### src/rtl/mem_port_arbiter.sv
// mem_port_arbiter: request/grant arbiter sharing one single-port synchronous
// memory between the multicycle CPU and the DDU debug unit.
// Grants are combinational in the request cycle; read data returns one cycle
// later to the requester that issued the read, tagged by a registered owner bit.
// Optional build macro: MEM_ARB_RR_EN selects round-robin arbitration;
// when undefined, the CPU has fixed priority with a DDU starvation guard.
module mem_port_arbiter #(
    parameter int ADDR_W     = 8,
    parameter int DATA_W     = 32,
    parameter int STARVE_MAX = 4,
    parameter int CNT_W      = 16
) (
    input  logic              clk,
    input  logic              rst,
    input  logic              cpu_req,
    input  logic              cpu_we,
    input  logic [ADDR_W-1:0] cpu_addr,
    input  logic [DATA_W-1:0] cpu_wdata,
    output logic              cpu_gnt,
    output logic              cpu_rvalid,
    output logic [DATA_W-1:0] cpu_rdata,
    input  logic              ddu_req,
    input  logic              ddu_we,
    input  logic [ADDR_W-1:0] ddu_addr,
    input  logic [DATA_W-1:0] ddu_wdata,
    output logic              ddu_gnt,
    output logic              ddu_rvalid,
    output logic [DATA_W-1:0] ddu_rdata,
    output logic              mem_en,
    output logic              mem_we,
    output logic [ADDR_W-1:0] mem_addr,
    output logic [DATA_W-1:0] mem_wdata,
    input  logic [DATA_W-1:0] mem_rdata,
    output logic [CNT_W-1:0]  contention_cnt
);

    typedef enum logic {OWN_CPU = 1'b0, OWN_DDU = 1'b1} owner_t;

    logic             w_contend;
    logic             w_ddu_sel;
    logic             w_cpu_gnt;
    logic             w_ddu_gnt;
    logic             w_rd_issue;
    logic             r_rd_valid;
    owner_t           r_rd_owner;
    logic [CNT_W-1:0] r_cont_cnt;

`ifdef MEM_ARB_RR_EN
    owner_t r_pri_ptr;
`else
    localparam int unsigned SW = (STARVE_MAX < 1) ? 1 : $clog2(STARVE_MAX + 1);
    localparam logic [SW-1:0] STARVE_LIM = SW'(STARVE_MAX);
    logic [SW-1:0] r_starve_cnt;
`endif

    // Pick the winner for this cycle; reset suppresses every grant
    always_comb begin
        w_contend = cpu_req & ddu_req;
`ifdef MEM_ARB_RR_EN
        w_ddu_sel = w_contend ? (r_pri_ptr == OWN_CPU) : ddu_req;
`else
        w_ddu_sel = w_contend ? (r_starve_cnt == STARVE_LIM) : ddu_req;
`endif
        w_cpu_gnt  = ~rst & cpu_req & ~w_ddu_sel;
        w_ddu_gnt  = ~rst & ddu_req &  w_ddu_sel;
        w_rd_issue = (w_cpu_gnt & ~cpu_we) | (w_ddu_gnt & ~ddu_we);
    end

    // Steer the winner's access onto the memory port, zero when idle
    always_comb begin
        mem_en    = 1'b0;
        mem_we    = 1'b0;
        mem_addr  = '0;
        mem_wdata = '0;
        if (w_cpu_gnt) begin
            mem_en    = 1'b1;
            mem_we    = cpu_we;
            mem_addr  = cpu_addr;
            mem_wdata = cpu_wdata;
        end else if (w_ddu_gnt) begin
            mem_en    = 1'b1;
            mem_we    = ddu_we;
            mem_addr  = ddu_addr;
            mem_wdata = ddu_wdata;
        end
    end

    // Route returning read data only to the requester that owns it
    always_comb begin
        cpu_gnt        = w_cpu_gnt;
        ddu_gnt        = w_ddu_gnt;
        cpu_rvalid     = r_rd_valid & (r_rd_owner == OWN_CPU);
        ddu_rvalid     = r_rd_valid & (r_rd_owner == OWN_DDU);
        cpu_rdata      = cpu_rvalid ? mem_rdata : '0;
        ddu_rdata      = ddu_rvalid ? mem_rdata : '0;
        contention_cnt = r_cont_cnt;
    end

    // One-deep read pipeline: valid plus owner tag for the read granted last cycle
    always_ff @(posedge clk or posedge rst) begin
        if (rst) begin
            r_rd_valid <= 1'b0;
            r_rd_owner <= OWN_CPU;
        end else begin
            r_rd_valid <= w_rd_issue;
            r_rd_owner <= w_ddu_gnt ? OWN_DDU : OWN_CPU;
        end
    end

    // Saturating count of cycles where both requesters asked at once
    always_ff @(posedge clk or posedge rst) begin
        if (rst) begin
            r_cont_cnt <= '0;
        end else if (w_contend && (r_cont_cnt != '1)) begin
            r_cont_cnt <= r_cont_cnt + 1'b1;
        end
    end

`ifdef MEM_ARB_RR_EN
    // Remember the last winner so contention alternates between requesters
    always_ff @(posedge clk or posedge rst) begin
        if (rst) begin
            r_pri_ptr <= OWN_CPU;
        end else if (w_cpu_gnt) begin
            r_pri_ptr <= OWN_CPU;
        end else if (w_ddu_gnt) begin
            r_pri_ptr <= OWN_DDU;
        end
    end
`else
    // Count contested CPU wins; forgiven once the DDU is served or goes idle
    always_ff @(posedge clk or posedge rst) begin
        if (rst) begin
            r_starve_cnt <= '0;
        end else if (w_ddu_gnt || !ddu_req) begin
            r_starve_cnt <= '0;
        end else if (w_contend) begin
            r_starve_cnt <= r_starve_cnt + 1'b1;
        end
    end
`endif

endmodule
### config.mk
export PLATFORM = sky130hd
export DESIGN_NAME = mem_port_arbiter
export DESIGN_NICKNAME = d
export VERILOG_FILES = /design/src/rtl/mem_port_arbiter.sv
export SDC_FILE = /design/constraint.sdc
export NUM_CORES = 1
export LEC_CHECK = 0
export CAP_MARGIN = 20
export CORE_AREA = 2 2 95 97
export DETAILED_ROUTE_END_ITERATION = 8
export DIE_AREA = 0 0 97 99
export GPL_TIMING_DRIVEN = 1
export PLACE_DENSITY = 0.69
export SYNTH_ARGS = -nofsm -noshare
export SYNTH_HDL_FRONTEND = slang
export SYNTH_SLANG_ARGS = --single-unit
### constraint.sdc
create_clock -name clk -period 1.8 [get_ports clk]
set_input_delay 0.18 -clock clk [delete_from_list [all_inputs] [get_ports clk]]
set_output_delay 0.18 -clock clk [all_outputs]
set_load 0.05 [all_outputs]
### Word-level counts from Yosys, hierarchy flattened

Cells that the tools add are included.

| cells by class | value |
|---|---|
| $add $sub $neg | 2 |
| equality and inequality tests | 2 |
| muxes and demuxes | 13 |
| bitwise gates (word level) | 15 |
| reduce and logical (&&, ||, !) cells | 4 |

Operators with widths:

| cell | count |
|---|---|
| 2-to-1 mux 32 bit | 4 |
| adder 16 x 1 -> 16 bit, second input constant | 1 |
| 2-to-1 mux 8 bit | 2 |
| inequality test 16 bit, second input constant | 1 |
| bitwise AND 1 bit | 9 |
| 2-to-1 mux 3 bit | 2 |
| 2-to-1 mux 1 bit | 5 |
| inverter 1 bit | 5 |
| adder 3 x 1 -> 3 bit, second input constant | 1 |
| equality test 3 bit, second input constant | 1 |
| nonzero test 2 bit | 1 |
| logical AND 1 bit | 1 |
| logical NOT 1 bit | 1 |
| logical OR 1 bit | 1 |
| OR 1 bit | 1 |

| storage, ports and cells | value |
|---|---|
| register bits | 21 |
| output and inout bits | 126 |
| logic and storage cells | 40 |

### Longest topological paths before layout

Gate-level depths: netlist of the first run.

| logic depth | value |
|---|---|
| depth in word-level cells | 6 |
| gate-level depth with buffers | 7 |

### Least setup slack after synthesis of the first run

OpenSTA, ideal clock, no wires.

| timing path | value |
|---|---|
| kind | input -> output |
| start | input port rst |
| end | output port mem_addr[0] |
| arrival time | 1.891 ns |
| data required time | 1.620 ns |
| path slack | -0.271 ns |
| stages | 5 |
| path buffers | 2 |
| path through | inv_1 -> and3_1 -> buf_2 -> buf_2 -> a22o_1 |

RTL lines:

| item | line | text |
|---|---|---|
| start: declaration | 14 | `input logic rst,` |
| inverter 1 bit | 64 | `w_cpu_gnt = ~rst & cpu_req & ~w_ddu_sel;` |
| bitwise AND 1 bit (2 in series) | 64 |  |
| via cpu_gnt | 19 | `output logic cpu_gnt,` |
| 2-to-1 mux 8 bit | 75 | `if (w_cpu_gnt) begin` |
| end: declaration | 31 | `output logic [ADDR_W-1:0] mem_addr,` |

The timed path passes the listed nets, and every way through them passes these cells.

### Final worst setup path of the first run

| timing path | value |
|---|---|
| start | register r_starve_cnt[0] |
| end | output port mem_wdata[17] |

| between the ends | value |
|---|---|
| longest elaborated chain between the ends | 5 |

Ends and longest elaborated chain:

| item | line | text |
|---|---|---|
| start: declaration | 53 | `logic [SW-1:0] r_starve_cnt;` |
| start signal: assignment | 138 | `r_starve_cnt <= r_starve_cnt + 1'b1;` |
| equality test 3 bit * | 62 | `w_ddu_sel = w_contend ? (r_starve_cnt == STARVE_LIM) : ddu_req;` |
| 2-to-1 mux 1 bit * | 62 |  |
| bitwise AND 1 bit or inverter 1 bit (tied branches) | 65, 64 |  |
| 2-to-1 mux 32 bit or bitwise AND 1 bit (tied branches) | 80, 64 |  |
| 2-to-1 mux 32 bit * | 75 |  |
| end: declaration | 32 | `output logic [DATA_W-1:0] mem_wdata,` |

Mark *: on every way between the ends. The rest lies on a longest branch, timed or not.

==> results.py, run 1 <==
metrics = {
    "drt": {
        "drt-pass1-iter-count": 5,
        "drt_iter0_markers": 78,
        "ant_nets": 0,
        "wl_per_cell_um": 18.81,
        "wl_um": 11550,
        "num_vias": 2997,
        "drc": 0,
        "viasPerCell": 4.881,
    },
    "placement": {
        "port_buffers": 243,
        "gp_congestion": 0.8661,
        "dp_hpwl_um": 8896,
    },
    "sta": {
        "drv_slew": 0,
        "layout_setup_ws_ns": -0.1644,
        "setup_viol": 44,
        "fmax_mhz": 509.1,
        "holdWs_ns": 0.3908,
        "fin_crit_ns": 1.964,
        "fin_setup_tns_ns": -5.982,
        "tightestPinTransition_ns": 0.5074,
        "period_share": 1.091,
        "fin_skew_ns": 0.007555,
        "hold_viol": 0,
        "rsz0062_at_grt": "true",
        "slew_headroom": 0.6607,
    },
    "power": {
        "intPower_uw": 1669,
        "seqPwrFrac": 0.202,
        "swShare": 0.4217,
        "p_sw_uw": 1217,
        "p_comb_frac": 0.689,
        "vdd_ir_drop_max_mv": 0.3345,
        "p_clk_frac": 0.108,
        "power_density_nw_per_um2": 456.6,
        "p_leak_uw": 0.002798,
    },
    "synth": {
        "synth-edff-count": 0,
        "synthDistinctLibCells": 33,
        "synth_area_um2": 1914,
        "synth_warnings": 0,
        "synth_area_per_cell_um2": 8.287,
        "synthFlopType": "dfrtp_1",
        "async_reset_ff_frac": 1.000,
        "ys_ff_latch": 21,
        "yosysSeqAreaShare": 0.2745,
        "syn_inst": 231,
        "synth_nets": 352,
    },
    "clock_tree": {
        "cts_buffers": 3,
        "htree_levels": 1,
        "cts_max_path_buffers": 2,
        "clk-insertion-delay-late_ns": 0.27,
        "cts_root_buf": "clkbuf_8",
        "clkSinkCount": 21,
        "path_clk_slew_ns": 0.08,
        "cts_tree": "done",
    },
    "layout": {
        "mostFrequentLayoutCells": "131 x clkdlybuf4s50_1, 113 x buf_12, 38 x buf_4",
        "fillers": 582,
        "synthToLayoutAreaGrowth_pct": 230.3,
        "drive_above_1_share": 0.4545,
        "layout_commonest_cell": "clkdlybuf4s50_1",
        "num_antenna_cells": 0,
        "final_nets": 628,
        "post-route-util": 0.7394,
    },
    "setup_path": {
        "critical_path_arrival_ns": 1.78,
        "end_kind": "output port",
        "path_common_cell": "buf_12",
        "crit_chain": "inv_2 > ha_4 > nand3_2 > and3_4 > buf_12 > a22o_2 > buf_12",
        "cp.required_ns": 1.62,
        "path_class": "reg -> out",
        "crit_path_max_incr_delay_ns": 0.40,
        "critPathSlowestCell": "dfrtp_1",
        "crit_path_start_kind": "flop",
        "crit_fanout": 19,
        "r2r.worst_path.cells": 5,
    },
    "global_routing": {
        "grt_pass1_wl_um": 16640,
        "overflow": 0,
        "globalRoute.busiestLayer": "met2",
        "use_met2": 0.4396,
        "track_usage": 0.2189,
        "grt_pass1_vias": 3072,
        "antenna_found_initial": 0,
        "grt_use_met3": 0.04681,
        "grt_use_met1": 0.2217,
        "grt_max_degree": 34,
    },
    "worst_hold_path": {
        "min_path_type": "in -> async",
    },
    "run_status": {
        "status": "finished with violations",
        "violations": "negative setup slack",
    },
    "floorplan": {
        "num_io_pins": 244,
        "initial_core_util": 0.2239,
        "die_area_um2": 9603,
        "core.rowCount": 34,
        "core-area_um2": 8551,
        "die_height_um": 99,
        "die_w_um": 97,
    },
    "run": {
        "cap_viol_max_count": 0,
    },
}
final cells by class:
cell class | instances | area (um^2) | area share
timing repair buffer | 291 | 4034 | 0.6380
clock inverter | 1 | 5.005 | 0.0007916
clock buffer | 3 | 41.29 | 0.006531
tap | 108 | 135.1 | 0.02137
sequential | 21 | 539.3 | 0.08530
multi-input combinational | 182 | 1534 | 0.2426
inverter | 8 | 33.78 | 0.005343
state kept, by name, summed over array words and instances, names as in the netlist:
signal and count:
contention_cnt 16, r_starve_cnt 3, r_rd_owner 1, r_rd_valid 1
worst paths after layout:
path                                                 from                        endpoint  slack (ns)
min reg2reg                contention_cnt[15]$_DFFE_PP0P_  contention_cnt[15]$_DFFE_PP0P_        0.55
min                                                   rst   contention_cnt[6]$_DFFE_PP0P_        0.39
max reg2reg                 contention_cnt[1]$_DFFE_PP0P_  contention_cnt[12]$_DFFE_PP0P_        0.06
max in group asynchronous                             rst  contention_cnt[12]$_DFFE_PP0P_        1.15
min in group clk           contention_cnt[15]$_DFFE_PP0P_  contention_cnt[15]$_DFFE_PP0P_        0.55
max                           r_starve_cnt[0]$_DFFE_PP0P_                   mem_wdata[17]       -0.16
synth_stat cells (3+ instances only):
master     n  area share
xnor2_1    4       0.018
nor2_1     6       0.012
buf_2      4       0.010
ha_1       3       0.020
nor3_1     6       0.016
and2_1    35        0.11
dfrtp_1   21        0.27
nand2_1    9       0.018
nand3_1    7       0.018
xor2_1     8       0.037
clkbuf_1  15       0.029
a22o_1    41        0.19
inv_1      8       0.016
and3_1    35        0.11
a21oi_1    4       0.010
nand4_1    5       0.016
worst max-delay path, delay by kind of cell (launching register included):
kind / cells / cell delay [ns]
compound gates: 1 / 0.24
fa+ha+maj: 1 / 0.16
buf+inv: 3 / 0.40
flops: 1 / 0.40
simple gates: 2 / 0.29
power groups by stage:
| stage | Sequential, uW | Combinational [uW] | Clock [uW] |
|---|---|---|---|
| detailed placement | 592 | 1880 | 0 |
| CTS | 582 | 1950 | 311 |
| finish | 583 | 1990 | 313 |
| global route | 592 | 2080 | 331 |
| global placement | 588 | 1860 | 0 |
| floorplan | 847 | 602 | 0 |
repair_timing:
action / 4_1_cts / 5_1_grt
setup endpoints to repair: 55 / 47
buffers inserted: 9 / 4
cloned: 2 / 3
gates resized for setup: 20 / 16
endpoints found under the hold margin: 0 / 0
pin swaps: 4 / 2
hold buffers: 0 / 0
stage by stage:
step	power, uW	setup WS (ns)	cell area (um^2)	cells
final	2886	-0.1644	6322	614
after global routing	2999	-0.2304	6322	614
after CTS	2842	-0.1199	6113	607
after detailed placement	2476	-0.2770	5839	592
after global placement	2447	-0.1828	5839	592
after floorplan	1448	-0.06655	2012	231
logic make-up after synthesis:
group,after synthesis,share of synthesized area
buffers and inverters,28,0.06144
flip-flops,21,0.2745
adder cells (fa/ha/maj),3,0.01961
multiplexers,2,0.01176
XOR/XNOR,12,0.05490
AO/OA/AOI/OAI,54,0.2392
AND/OR/NAND/NOR,111,0.3386
routing by layer:
metal | vias up | share of wire
li1 | 1399 | -
met1 | 1385 | 0.34
met2 | 185 | 0.55
met3 | 28 | 0.072
met4 | 0 | 0.039
met5 | - | 0
Note: power is estimated with default switching activity, not from simulation.
==> run 2: changes to the inputs <==
Settings changed: PLACE_DENSITY 0.69 to 0.72.
Clock period 1.8 ns to 1.6 ns, I/O delays scaled along.
==> run 2 against run 1 <==
Compared with the run above: the flow still finishes with violations (negative setup slack); clock skew about the same; non-clock buffer count is 1 higher; register-to-register slack worse by 0.12 ns; count of clock-buffer cells in the layout unchanged; routed wire length is 3.1% lower; critical path depth unchanged; die area unchanged; clock power up 16%; first-iteration DRC count down 41%; sequential power grew 16%; critical path type unchanged; highest routed layer unchanged.
==> results.py, run 2 (synthesis gave the netlist of run 1 again) <==
metrics = {
    "power": {
        "swShare": 0.4228,
        "p_comb_frac": 0.687,
        "power_density_nw_per_um2": 517.3,
        "intPower_uw": 1916,
        "p_clk_frac": 0.109,
        "seqPwrFrac": 0.204,
        "p_leak_uw": 0.002914,
        "vdd_ir_drop_max_mv": 1.313,
        "p_sw_uw": 1403,
    },
    "floorplan": {
        "core.rowCount": 34,
        "die_height_um": 99,
        "die_w_um": 97,
        "num_io_pins": 244,
        "die_area_um2": 9603,
        "core-area_um2": 8551,
        "initial_core_util": 0.2239,
    },
    "drt": {
        "drt-pass1-iter-count": 4,
        "wl_um": 11200,
        "wl_per_cell_um": 18.20,
        "num_vias": 2933,
        "ant_nets": 0,
        "drc": 0,
        "drt_iter0_markers": 46,
        "viasPerCell": 4.769,
    },
    "setup_path": {
        "rr_startpoint": "contention_cnt[12]$_DFFE_PP0P_",
        "crit_path_end": "mem_wdata[29]",
        "cp.required_ns": 1.44,
        "cp.depth": 7,
        "r2r.worst_path.cells": 4,
        "end_kind": "output port",
        "crit_fanout": 14,
        "crit_path_start": "r_starve_cnt[0]$_DFFE_PP0P_",
        "ff2ff_setup_slack_ns": -0.06,
        "crit_path_max_incr_delay_ns": 0.41,
        "critPathSlowestCell": "dfrtp_1",
        "crit_family": "buffers and inverters",
        "worst-path-buf-inv": 3,
        "path_common_cell": "buf_12",
        "crit_path_start_kind": "flop",
        "critical_path_arrival_ns": 1.79,
        "path_class": "reg -> out",
        "timing.rr.end": "contention_cnt[1]$_DFFE_PP0P_",
        "crit_chain": "inv_2 > ha_4 > nand3_1 > and3_4 > buf_12 > a22o_4 > buf_12",
    },
    "run": {
        "cap_viol_max_count": 0,
    },
    "clock_tree": {
        "cts_buffers": 3,
        "clkSinkCount": 21,
        "htree_levels": 1,
        "cts_max_path_buffers": 2,
        "cts_tree": "done",
        "clk-insertion-delay-late_ns": 0.27,
        "path_clk_slew_ns": 0.08,
        "cts_root_buf": "clkbuf_8",
    },
    "layout": {
        "drive_above_1_share": 0.5385,
        "num_antenna_cells": 0,
        "synthToLayoutAreaGrowth_pct": 235.2,
        "final_nets": 629,
        "register_area_um2": 545.5,
        "multi_input_comb_area_um2": 1772,
        "layout_commonest_cell": "clkdlybuf4s50_1",
        "mostFrequentLayoutCells": "117 x clkdlybuf4s50_1, 99 x buf_12, 52 x buf_4",
        "largest_register_ffs": 16,
        "post-route-util": 0.7504,
        "fillers": 553,
    },
    "sta": {
        "drv_slew": 0,
        "setup_viol": 46,
        "layout_setup_ws_ns": -0.3479,
        "rsz0062_at_grt": "true",
        "tightestPinTransition_ns": 0.3005,
        "hold_viol": 0,
        "fin_setup_tns_ns": -14.48,
        "fmax_mhz": 513.4,
        "period_share": 1.217,
        "fin_crit_ns": 1.948,
        "slew_headroom": 0.7997,
        "fin_skew_ns": 0.007414,
    },
    "worst_hold_path": {
        "min_path_type": "in -> async",
    },
    "placement": {
        "dp_hpwl_um": 8887,
        "gp_congestion": 0.7707,
        "port_buffers": 243,
    },
    "global_routing": {
        "overflow": 0,
        "track_usage": 0.2208,
        "grt_max_degree": 34,
        "grt_pass1_wl_um": 16960,
        "antenna_found_initial": 0,
        "grt_pass1_vias": 3072,
    },
    "run_status": {
        "violations": "negative setup slack",
        "status": "finished with violations",
    },
}
run 2: changes by cell type in the layout (fill, tap and decap cells not counted), sizes merged:
cell | before | now
clkdlybuf4s50 | 131 | 117
clkbuf | 6 | 3
buf | 157 | 175
run 2: repair_timing:
| action | CTS | global route |
|---|---|---|
| gates cloned | 2 | 0 |
| buffers inserted | 7 | 1 |
| hold buffers | 0 | 0 |
| resized for setup | 42 | 19 |
| pin swaps | 5 | 5 |
| endpoints found under the setup margin | 55 | 86 |
run 2: metrics by stage:
stage | hold slack, ns | instance area, um^2 | instances | worst slack [ns] | total power [uW]
floorplan | 0.03228 | 2427 | 231 | -0.2245 | 1753
global placement | 0.5478 | 5983 | 601 | -0.3801 | 2784
detailed placement | 0.5590 | 5983 | 601 | -0.4268 | 2824
CTS | 0.3905 | 6335 | 614 | -0.3251 | 3311
global route | 0.3953 | 6416 | 615 | -0.4054 | 3469
finish | 0.3675 | 6416 | 615 | -0.3479 | 3319
run 2: worst min-delay path by stage:
stage                              startpoint                             end  slack [ns]  cells after the start
2_1_floorplan                             rst            r_rd_owner$_DFF_PP0_        0.03                      1
3_3_place_gp   contention_cnt[15]$_DFFE_PP0P_  contention_cnt[15]$_DFFE_PP0P_        0.55                      2
3_5_place_dp   contention_cnt[14]$_DFFE_PP0P_  contention_cnt[14]$_DFFE_PP0P_        0.56                      2
4_1_cts                                   rst     r_starve_cnt[1]$_DFFE_PP0P_        0.39                      3
5_1_grt                                   rst     r_starve_cnt[1]$_DFFE_PP0P_        0.40                      3
6_report                                  rst     r_starve_cnt[1]$_DFFE_PP0P_        0.37                      3
run 2: worst reg2reg max path: cells and delay by family (launching register included):
family / cells / cell delay, ns
compound gates: 1 / 0.44
flops: 1 / 0.36
buf+inv: 1 / 0.21
simple gates: 1 / 0.23
mux: 1 / 0.31
run 2: power by group through the flow:
stage	clock (uW)	combinational, uW	sequential [uW]
detailed placement	0	2140	684
global placement	0	2110	678
floorplan	0	782	971
global route	396	2390	687
CTS	371	2270	674
finish	362	2280	677
run 2: layout make-up:
| cell class | instances | area share |
|---|---|---|
| Timing Repair Buffer | 292 | 0.6053 |
| Multi-Input combinational cell | 182 | 0.2761 |
| Tap cell | 108 | 0.02106 |
| Clock buffer | 3 | 0.006435 |
| Sequential cell | 21 | 0.08502 |
| Clock inverter | 1 | 0.0007800 |
| Inverter | 8 | 0.005265 |
run 2: routing by layer:
layer / global-route usage / routed length (um) / vias to the layer above / part of all wire
met1: 0.2559 / 4318 / 1380 / 0.39
met4: 0.03684 / 116 / 0 / 0.010
met2: 0.4300 / 6140 / 134 / 0.55
li1: - / - / 1411 / -
met3: 0.03688 / 620 / 8 / 0.055
met5: 0 / 0 / - / 0
